===== config.mk =====
export PLATFORM = sky130hd
export DESIGN_NAME = mem_arbiter_flat
export DESIGN_NICKNAME = d
export VERILOG_FILES = /design/src/rtl/mem_arbiter_if.sv /design/src/rtl/mem_arbiter.sv /design/src/flat_wrapper.sv
export SDC_FILE = /design/constraint.sdc
export NUM_CORES = 1
export LEC_CHECK = 0
export CORE_AREA = 3 3 101 103
export CTS_BUF_LIST = sky130_fd_sc_hd__clkbuf_4 sky130_fd_sc_hd__clkbuf_8
export DETAILED_ROUTE_END_ITERATION = 10
export DIE_AREA = 0 0 104 106
export GPL_TIMING_DRIVEN = 0
export HOLD_SLACK_MARGIN = 0.05
export PLACE_DENSITY = 0.67
export SETUP_SLACK_MARGIN = 0.02
export SLEW_MARGIN = 20
export SYNTH_ARGS = -nofsm -noshare
export SYNTH_HDL_FRONTEND = slang
export SYNTH_SLANG_ARGS = --single-unit

===== constraint.sdc =====
create_clock -name CLK -period 1.7 [get_ports CLK]
set_input_delay 0.34 -clock CLK [delete_from_list [all_inputs] [get_ports CLK]]
set_output_delay 0.34 -clock CLK [all_outputs]
set_load 0.03 [all_outputs]

===== src/rtl/mem_arbiter_if.sv =====
// Requester and RAM-side signals of the unified memory arbiter.
// The arbiter uses the slave view; the environment (datapath plus RAM) uses the master view.
interface mem_arbiter_if;
    logic        iREN;
    logic [31:0] iaddr;
    logic        iwait;
    logic [31:0] iload;
    logic        dREN;
    logic        dWEN;
    logic [31:0] daddr;
    logic [31:0] dstore;
    logic        dwait;
    logic [31:0] dload;
    logic        ramREN;
    logic        ramWEN;
    logic [31:0] ramaddr;
    logic [31:0] ramstore;
    logic [31:0] ramload;
    logic        ramready;

    modport slave (
        input  iREN, iaddr, dREN, dWEN, daddr, dstore, ramload, ramready,
        output iwait, iload, dwait, dload, ramREN, ramWEN, ramaddr, ramstore
    );

    modport master (
        output iREN, iaddr, dREN, dWEN, daddr, dstore, ramload, ramready,
        input  iwait, iload, dwait, dload, ramREN, ramWEN, ramaddr, ramstore
    );
endinterface


===== src/rtl/mem_arbiter.sv =====
// Grants the single RAM port to instruction fetch or data access, data first.
// Define MEM_ARB_STARVE_GUARD_EN to force an instruction grant after STARVE_LIMIT data wins.
module mem_arbiter (
    input logic          CLK,
    input logic          nRST,
    mem_arbiter_if.slave bus
);
`ifdef MEM_ARB_STARVE_GUARD_EN
    parameter int STARVE_LIMIT = 4;
`endif

    typedef enum logic [1:0] {IDLE, INSTR, DATA} state_e;

    state_e state;
    state_e nextState;
    logic   dReq;
    logic   forceInstr;

    assign dReq = bus.dREN | bus.dWEN;

    always_ff @(posedge CLK or negedge nRST) begin
        if (!nRST) state <= IDLE;
        else       state <= nextState;
    end

`ifdef MEM_ARB_STARVE_GUARD_EN
    localparam int                StreakW   = $clog2(STARVE_LIMIT + 1);
    localparam logic [StreakW-1:0] StreakMax = StreakW'(STARVE_LIMIT);

    logic [StreakW-1:0] streak;
    logic               iDone;
    logic               dDone;

    assign iDone = (state == INSTR) && bus.iREN && bus.ramready;
    assign dDone = (state == DATA) && dReq && bus.ramready;

    // Counts data wins that kept a waiting fetch out; saturates so the guard stays armed.
    always_ff @(posedge CLK or negedge nRST) begin
        if (!nRST)
            streak <= '0;
        else if (iDone)
            streak <= '0;
        else if (dDone && bus.iREN && (streak != StreakMax))
            streak <= streak + StreakW'(1);
    end

    assign forceInstr = bus.iREN && (streak == StreakMax);
`else
    assign forceInstr = 1'b0;
`endif

    always_comb begin
        nextState    = state;
        bus.iwait    = 1'b1;
        bus.dwait    = 1'b1;
        bus.iload    = '0;
        bus.dload    = '0;
        bus.ramREN   = 1'b0;
        bus.ramWEN   = 1'b0;
        bus.ramaddr  = '0;
        bus.ramstore = '0;
        case (state)
            IDLE: begin
                if (forceInstr)    nextState = INSTR;
                else if (dReq)     nextState = DATA;
                else if (bus.iREN) nextState = INSTR;
            end
            INSTR: begin
                // A dropped request aborts silently: no strobe, no completion.
                if (!bus.iREN) begin
                    nextState = IDLE;
                end else begin
                    bus.ramREN  = 1'b1;
                    bus.ramaddr = bus.iaddr;
                    if (bus.ramready) begin
                        bus.iwait = 1'b0;
                        bus.iload = bus.ramload;
                        nextState = IDLE;
                    end
                end
            end
            DATA: begin
                if (!dReq) begin
                    nextState = IDLE;
                end else begin
                    bus.ramaddr  = bus.daddr;
                    bus.ramstore = bus.dstore;
                    bus.ramWEN   = bus.dWEN;
                    bus.ramREN   = ~bus.dWEN;
                    if (bus.ramready) begin
                        bus.dwait = 1'b0;
                        bus.dload = bus.ramload;
                        nextState = IDLE;
                    end
                end
            end
            default: nextState = IDLE;
        endcase
    end
endmodule


===== src/flat_wrapper.sv =====
// flat-port wrapper written by rule: the top's interface ports become plain ports
module mem_arbiter_flat 
  (CLK, nRST, bus_iREN, bus_iaddr, bus_dREN, bus_dWEN, bus_daddr, bus_dstore, bus_ramload, bus_ramready, bus_iwait, bus_iload, bus_dwait, bus_dload, bus_ramREN, bus_ramWEN, bus_ramaddr, bus_ramstore);
  mem_arbiter_if bus_i ();
  input logic CLK;
  input logic nRST;
  input wire logic [$bits(bus_i.iREN)-1:0] bus_iREN;
  input wire logic [$bits(bus_i.iaddr)-1:0] bus_iaddr;
  input wire logic [$bits(bus_i.dREN)-1:0] bus_dREN;
  input wire logic [$bits(bus_i.dWEN)-1:0] bus_dWEN;
  input wire logic [$bits(bus_i.daddr)-1:0] bus_daddr;
  input wire logic [$bits(bus_i.dstore)-1:0] bus_dstore;
  input wire logic [$bits(bus_i.ramload)-1:0] bus_ramload;
  input wire logic [$bits(bus_i.ramready)-1:0] bus_ramready;
  output wire logic [$bits(bus_i.iwait)-1:0] bus_iwait;
  output wire logic [$bits(bus_i.iload)-1:0] bus_iload;
  output wire logic [$bits(bus_i.dwait)-1:0] bus_dwait;
  output wire logic [$bits(bus_i.dload)-1:0] bus_dload;
  output wire logic [$bits(bus_i.ramREN)-1:0] bus_ramREN;
  output wire logic [$bits(bus_i.ramWEN)-1:0] bus_ramWEN;
  output wire logic [$bits(bus_i.ramaddr)-1:0] bus_ramaddr;
  output wire logic [$bits(bus_i.ramstore)-1:0] bus_ramstore;
  assign bus_i.iREN = bus_iREN;
  assign bus_i.iaddr = bus_iaddr;
  assign bus_i.dREN = bus_dREN;
  assign bus_i.dWEN = bus_dWEN;
  assign bus_i.daddr = bus_daddr;
  assign bus_i.dstore = bus_dstore;
  assign bus_i.ramload = bus_ramload;
  assign bus_i.ramready = bus_ramready;
  assign bus_iwait = bus_i.iwait;
  assign bus_iload = bus_i.iload;
  assign bus_dwait = bus_i.dwait;
  assign bus_dload = bus_i.dload;
  assign bus_ramREN = bus_i.ramREN;
  assign bus_ramWEN = bus_i.ramWEN;
  assign bus_ramaddr = bus_i.ramaddr;
  assign bus_ramstore = bus_i.ramstore;
  mem_arbiter u_core (.CLK(CLK), .nRST(nRST), .bus(bus_i));
endmodule

[After elaboration in Yosys (flattened, before gate mapping)]
Cells that the tools add are included.
Cells by class
  divide/modulo/power cells: 0
  bitwise operators: 2
  equal/unequal tests: 3
  shift operators: 0
  reduce and logical (&&, ||, !) cells: 1
  $add $sub $neg: 0
  muxes and demuxes: 26
  multipliers: 0
  magnitude comparators: 0
Operators by type and width (count)
  32-bit 2-to-1 mux: 9
  32-bit one-hot mux with 2 select lines: 1
  2-bit 2-to-1 mux: 5
  1-bit 2-to-1 mux: 9
  2-bit one-hot mux with 3 select lines: 1
  3-bit by 2-bit != test with 1-bit output, second input constant: 1
  2-bit by 1-bit == test with 1-bit output, second input constant: 1
  2-bit == test, second input constant: 1
  2-bit zero test: 1
  1-bit one-hot mux with 2 select lines: 1
  1-bit inverter: 1
  1-bit bitwise OR: 1
Storage, ports and cells
  memory bits (read-only): 0
  input bits: 134
  bits in registers: 2
  output and inout bits: 132
  memories kept: 0
  memory bits (writable): 0
  bits in latches: 0
  word-level logic and storage cells: 33

[Depth between registers and ports, before layout]
Gate-level depths: netlist (run 1).
  word-level depth: 3
  depth in mapped cells: 8

[Worst setup path after synthesis (run 1)]
OpenSTA, ideal clock, no wires.
  path kind: flip-flop to output port
  start point: register u_core.state[1]
  end point: output bus_ramaddr[25]
  buffers on the path: 3
  data arrival time: 1617 ps
  path slack: -257 ps
  stages on the path, launching flop included: 9
  cell sequence: dfrtp_1 -> inv_1 -> ha_1 -> and2_1 -> buf_6 -> buf_6 -> buf_4 -> a22oi_1 -> nor2b_1
On the way
  word-level cells in the longest chain between the ends: 2
  elaborated cells on any way between the ends: 3
Ends and longest elaborated chain
  start: declaration: RTL line mem_arbiter.sv:14  | state_e state;
  start signal: assignment: RTL line mem_arbiter.sv:23  | else state <= nextState;
  2-bit == test or 2-bit by 1-bit == test with 1-bit output (tied branches): RTL line mem_arbiter.sv:62  | case (state)
  32-bit one-hot mux with 2 select lines *: RTL line mem_arbiter.sv:62
  end: declaration: RTL line flat_wrapper.sv:21  | output wire logic [$bits(bus_i.ramaddr)-1:0] bus_ramaddr;
Every way passes the cells marked *; elsewhere a longest branch is shown, timed or not.

[Worst setup path in the final report (run 1)]
  start point: register u_core.state[1]
  end point: output bus_ramaddr[20]
The elaborated chain is that of the path after synthesis.

==> impl_metrics.tcl, run 1 <==
set metrics [dict create \
    path_delay_family "buffers and inverters" \
    regMostFlops "u_core.state" \
    crit_type "flip-flop to primary output" \
    die_h_um 106 \
    antenna_cells 0 \
    htree_levels 1 \
    grt_overflow 0 \
    dp_hpwl_mm 9.32 \
    gp_congestion 0.746 \
    cp.arrival_ns 1.73 \
    path_cells "buf_4 > ha_4 > o21a_4 > buf_8 > clkbuf_16 > a22oi_2 > nor2b_2 > buf_6" \
    drc 0 \
    cts.path.max_buffers 2 \
    top_regs "u_core.state: 2 flops" \
    cts_sinks 2 \
    ys_types 27 \
    antenna_left 0 \
    cp_slowest_stage_delay_ns 0.36 \
    clkLatencyLatePin_ns 0.22 \
    fillers 835 \
    p_leak_nw 2.38 \
    final_util_pct 59.4 \
    required_ns 1.36 \
    max-slew-margin-rel_pct 64.7 \
    peakVddDrop_v 0.000551 \
    cts-root-buf "clkbuf_8" \
    rsz0062_at_grt "yes" \
    chipWidth_um 104 \
    cp_num_buf_inv 4 \
    place_area_sq_um 4580 \
    syn_area_sq_um 1500 \
    synthCells 218 \
    violations "setup timing" \
    drive_gt1_share_pct 68.7 \
    p_total_mw 5.80 \
    detail_route.wl_per_cell_um 19.1 \
    numCtsBuffers 3 \
    yosys_warnings 0 \
    vias 2863 \
    clk_pin_slew_ns 0.03 \
    slowest_stage "dfrtp_1" \
    final.min_clock_period_ns 2.07 \
    largest_reg_flops 2 \
    fin_ws_ns -0.368 \
    grt_pass1_wl_mm 17.2 \
    fin_crit_sh_pct 122 \
    hold_class "input port to async pin" \
    yosysSeqAreaShare_pct 3.34 \
    design.die.area_sq_um 11000 \
    drt_iter0_markers 75 \
    coreArea_sq_um 9280 \
    hold_viol 0 \
    p_per_area_nw_per_um2 1050 \
    dr.pass1.iters 4 \
    nNetsFinal 648 \
    slew_violations 0 \
    grt_usage_pct 19.4 \
    finalSetupViolations 131 \
    cts_tree "done" \
    synth_fp_nets 357 \
    wl_mm 12.2 \
    drv_cap 0 \
    worst_slew_pin_slew_ns 0.530 \
    ios 266 \
    num_rows 35 \
    synthToLayoutAreaGrowth_pct 268 \
    outcome "complete, but fails checks" \
    max_freq_mhz 484 \
    startpoint_type "flip-flop" \
    syn_avg_cell_area_sq_um 6.86 \
    fin_area_sq_um 5510 \
    io_buffers 265 \
    viasPerCell 4.49 \
    grt_pass1_vias 2905 \
    antenna_found_initial 0 \
    ys_ff_latch 2 \
    endpoint_kind "primary output" \
    skew_ns 0.00168 \
    initial_core_util_pct 16.1 \
    grt_max_degree 11 \
    crit_fanout 5 \
]
## cells in the mapped netlist
master      n  share of area (%)
a221oi_1    1               0.59
a22oi_1    28                 14
a22oi_2     4                3.3
and2_1     33                 14
and2_2      1               0.50
and3_1     64                 27
and3b_2     1               0.67
and4b_1     1               0.67
buf_2       2               0.67
buf_4       1               0.50
buf_6       7                5.3
clkbuf_1   11                2.8
clkbuf_2    8                2.7
dfrtp_1     2                3.3
ha_1        5                4.2
inv_1       2               0.50
nand2_1     3               0.75
nor2_1      2               0.50
nor2b_1    33                 14
nor4b_1     1               0.59
o21a_1      2                1.0
o21a_2      1               0.59
o21ai_0     1               0.33
o2bb2ai_1   1               0.59
o31ai_1     1               0.50
or3_1       1               0.42
or4b_1      1               0.67
## layout by cell type (no fill, tap or decap), types with 2 or more instances in the layout
| cell | netlist | routed |
|---|---|---|
| and3_2 | 0 | 16 |
| buf_12 | 0 | 4 |
| buf_6 | 7 | 104 |
| buf_2 | 2 | 2 |
| and3_1 | 64 | 8 |
| clkbuf_16 | 0 | 8 |
| nor2_1 | 2 | 2 |
| and2_2 | 1 | 32 |
| o21a_4 | 0 | 2 |
| nand2_1 | 3 | 2 |
| ha_4 | 0 | 3 |
| nor2b_4 | 0 | 9 |
| buf_4 | 1 | 42 |
| clkdlybuf4s50_1 | 0 | 129 |
| buf_8 | 0 | 9 |
| dlygate4sd2_1 | 0 | 4 |
| buf_16 | 0 | 2 |
| and3_4 | 0 | 40 |
| clkbuf_4 | 0 | 2 |
| clkbuf_1 | 11 | 2 |
| and2_4 | 0 | 2 |
| clkbuf_8 | 0 | 7 |
| inv_4 | 0 | 2 |
| nor2b_2 | 0 | 23 |
| a22oi_2 | 4 | 31 |
| clkbuf_2 | 8 | 4 |
## worst paths after layout
kind	startpoint	endpoint	slack (ns)	cells after the start
max	u_core.state[1]	bus_ramaddr[20]	-0.37	8
min	nRST	u_core.state[0]	0.29	1
max reg2reg	u_core.state[1]	u_core.state[0]	0.07	7
min reg2reg	u_core.state[0]	u_core.state[0]	0.75	3
max in group asynchronous	nRST	u_core.state[0]	1.28	1
min in group CLK	bus_iREN	u_core.state[0]	0.70	4
## where the power goes
group	total [mW]	internal (mW)	switching (mW)	leakage (nW)
clock	0.220	0.176	0.0447	0.0262
combinational	5.49	2.92	2.57	2.33
sequential	0.0884	0.0678	0.0206	0.0241
## layout make-up
type / count / area (sq um) / share of cell area, %
repair buffers: 288 / 3050 / 55.3
multi-input cells: 185 / 1850 / 33.6
plain buffers: 27 / 335 / 6.09
well taps: 129 / 161 / 2.93
flip-flops and latches: 2 / 51.3 / 0.931
clock buffers: 4 / 48.8 / 0.886
inverters: 2 / 12.5 / 0.227
## metrics by stage
step / hold WS (ns) / setup WS, ns / TNS [ns] / instances
floorplan: 0.0444 / -0.0770 / -1.41 / 218
global placement: 0.512 / -1.16 / -129.10 / 612
detailed placement: 0.515 / -1.17 / -131.80 / 612
CTS: 0.288 / -0.387 / -43.28 / 625
global route: 0.293 / -0.421 / -48.35 / 637
finish: 0.288 / -0.368 / -40.11 / 637
## layer usage
metal	share of wire, %	track usage, %	up-vias	routed length [um]
li1	-	-	1363	-
met1	37	21.2	1357	4540
met2	54	37.4	132	6570
met3	8.1	6.19	11	984
met4	0.77	2.37	0	94
met5	0	0	-	0
## logic make-up (layout without fill, tap and decap cells)
| logic type | after synthesis | after routing | share of synthesized area, % |
|---|---|---|---|
| buf+inv | 31 | 321 | 12.4 |
| simple gates | 141 | 141 | 59.1 |
| flops | 2 | 2 | 3.34 |
| fa+ha+maj | 5 | 5 | 4.18 |
| compound gates | 39 | 39 | 21.0 |
## timing repair
| action | in CTS | in global routing |
|---|---|---|
| pin swaps | 12 | 11 |
| buffers inserted | 7 | 6 |
| resized for setup | 973 | 61 |
| hold buffers | 0 | 0 |
| cloned | 3 | 7 |
| endpoints found under the setup margin | 132 | 131 |
(Power assumes the default switching activity.)
==> run 2, diff against run 1 <==
--- a/config.mk
+++ b/config.mk
@@ -5,13 +5,12 @@
 export SDC_FILE = /design/constraint.sdc
 export NUM_CORES = 1
 export LEC_CHECK = 0
-export CORE_AREA = 3 3 101 103
-export CTS_BUF_LIST = sky130_fd_sc_hd__clkbuf_4 sky130_fd_sc_hd__clkbuf_8
+export CAP_MARGIN = 10
+export CORE_AREA = 2 2 103 105
 export DETAILED_ROUTE_END_ITERATION = 10
-export DIE_AREA = 0 0 104 106
+export DIE_AREA = 0 0 105 107
 export GPL_TIMING_DRIVEN = 0
 export HOLD_SLACK_MARGIN = 0.05
-export PLACE_DENSITY = 0.67
 export SETUP_SLACK_MARGIN = 0.02
 export SLEW_MARGIN = 20
 export SYNTH_ARGS = -nofsm -noshare
==> run 2 against run 1 <==
Effect of this change: the flow still finishes with violations (setup timing); clock power decreased by 10%; non-clock buffer count grew 10; fmax is 0.42% lower; sequential cell count did not move; via count grew 0.14%; critical path type unchanged; largest cell class unchanged; highest routed layer unchanged.
==> impl_metrics.tcl, run 2 (same netlist as run 1, synthesis figures left out) <==
set metrics [dict create \
    grt_max_degree 11 \
    layout_commonest_cell "buf_6" \
    dp_hpwl_mm 9.28 \
    switching_share_pct 43.8 \
    cts_sinks 2 \
    gp_congestion 0.742 \
    antenna_found_initial 0 \
    reg2reg_from "u_core.state[1]" \
    path_cells "buf_6 > ha_4 > and2_4 > buf_12 > buf_12 > a22oi_2 > nor2b_4 > buf_6" \
    p_total_mw 6.33 \
    seqPwrFrac_pct 1.4 \
    vias 2867 \
    largest_reg_flops 2 \
    hold_class "input port to async pin" \
    cp_slowest_stage_delay_ns 0.42 \
    violations "setup timing" \
    final.min_clock_period_ns 2.08 \
    worst_slew_pin_slew_ns 0.546 \
    pwr-share-comb_pct 95.4 \
    chipWidth_um 105 \
    grt_usage_pct 20.3 \
    hold_viol 0 \
    regMostFlops "u_core.state" \
    drive_gt1_share_pct 70.7 \
    slowest_stage "dfrtp_2" \
    startpoint_type "flip-flop" \
    detail_route.wl_per_cell_um 18.9 \
    drv_cap 0 \
    p_int_mw 3.56 \
    grt_overflow 0 \
    cts_tree "done" \
    max-slew-margin-rel_pct 63.6 \
    cts-root-buf "clkbuf_8" \
    drt-met1-wl_mm 4.66 \
    drt_iter0_markers 71 \
    antenna_cells 0 \
    antenna_left 0 \
    endpoint_kind "primary output" \
    cts.path.max_buffers 2 \
    htree_levels 1 \
    route.met3.wl_um 535 \
    ctsHoldBuffers 0 \
    peakVddDrop_v 0.000634 \
    die_h_um 107 \
    fin_ws_ns -0.376 \
    clkLatencyLatePin_ns 0.21 \
    initial_core_util_pct 14.8 \
    final_util_pct 58.3 \
    coreArea_sq_um 10100 \
    wl_met2_mm 7.01 \
    required_ns 1.36 \
    p_per_area_nw_per_um2 1080 \
    cp.arrival_ns 1.74 \
    rsz0062_at_grt "yes" \
    cp.depth 8 \
    finalSetupViolations 132 \
    drc 0 \
    p_leak_nw 2.45 \
    slew_violations 0 \
    viasPerCell 4.38 \
    skew_ns 0.00415 \
    clk_pin_slew_ns 0.03 \
    nNetsFinal 658 \
    cp-startpoint "u_core.state[0]" \
    numCtsBuffers 3 \
    synthToLayoutAreaGrowth_pct 293 \
    final_cell_mix "140 x buf_6, 129 x clkdlybuf4s50_1, 64 x and3_4, 33 x and2_4, 30 x a22oi_2" \
    fin_crit_sh_pct 122 \
    design.die.area_sq_um 11200 \
    wl_mm 12.4 \
    top_regs "u_core.state: 2 flops" \
    crit_type "flip-flop to primary output" \
    ios 266 \
    crit_fanout 8 \
    routed.top_layer "met4" \
    worstRegToRegCells 8 \
    dr.pass1.iters 4 \
    num_rows 37 \
    grt_pass1_vias 3145 \
    switchingPower_mw 2.77 \
    cp_num_buf_inv 4 \
    max_freq_mhz 482 \
    outcome "complete, but fails checks" \
    io_buffers 265 \
    path_delay_family "buffers and inverters" \
    fin_tns_setup_ns -36.95 \
    clockPowerShare_pct 3.1 \
    grt_pass1_wl_mm 18.2 \
]
[run 2: cell types whose count changed in the layout (fill, tap and decap cells not counted), moves of 16 or more]
cell and change:
and2_4 +31, and2_2 -31, buf_6 +36, and3_2 -16
buf_4 -28, and3_4 +24
[run 2: metrics by stage]
step | cells | setup WS [ns] | hold slack [ns] | instance area [sq um]
floorplan | 218 | -0.0770 | 0.0444 | 1770
global placement | 619 | -1.14 | 0.511 | 4590
detailed placement | 619 | -1.14 | 0.515 | 4590
CTS | 648 | -0.397 | 0.289 | 5740
global route | 654 | -0.437 | 0.297 | 5880
finish | 654 | -0.376 | 0.291 | 5880
[run 2: worst paths after layout]
check | to | slack [ns]
worst max-delay path | bus_ramaddr[29] | -0.38
worst min-delay path | u_core.state[0] | 0.29
worst max register to register | u_core.state[0] | -0.02
worst min register to register | u_core.state[0] | 0.83
max in group asynchronous | u_core.state[0] | 1.28
min in group CLK | u_core.state[0] | 0.66
[run 2: layer usage]
metal | up-vias | track usage [%]
met1 | 1363 | 23.1
met3 | 12 | 2.49
met5 | - | 0
li1 | 1389 | -
met4 | 0 | 2.86
met2 | 103 | 40.9
[run 2: what timing repair did]
action | CTS | global route
buffers inserted | 14 | 4
pin swaps | 45 | 27
endpoints found under the setup margin | 132 | 131
gates cloned | 12 | 4
gates resized for setup | 1110 | 28
hold endpoints to repair | 0 | 0
[run 2: layout make-up]
| type | count | area (sq um) |
|---|---|---|
| repair buffers | 298 | 3250 |
| fillers | 917 | 4210 |
| plain buffers | 27 | 362 |
| well taps | 136 | 170 |
| inverters | 2 | 10.0 |
| flip-flops and latches | 2 | 51.3 |
| clock buffers | 4 | 45.0 |
| multi-input cells | 185 | 2000 |
[run 2: power by group through the flow]
stage / registers (mW) / clock network, mW / logic, mW
after floorplan: 0.0935 / 0 / 2.58
after global placement: 0.101 / 0 / 4.18
after detailed placement: 0.100 / 0 / 4.20
after CTS: 0.0911 / 0.206 / 5.73
after global routing: 0.0930 / 0.210 / 6.33
final: 0.0910 / 0.198 / 6.04
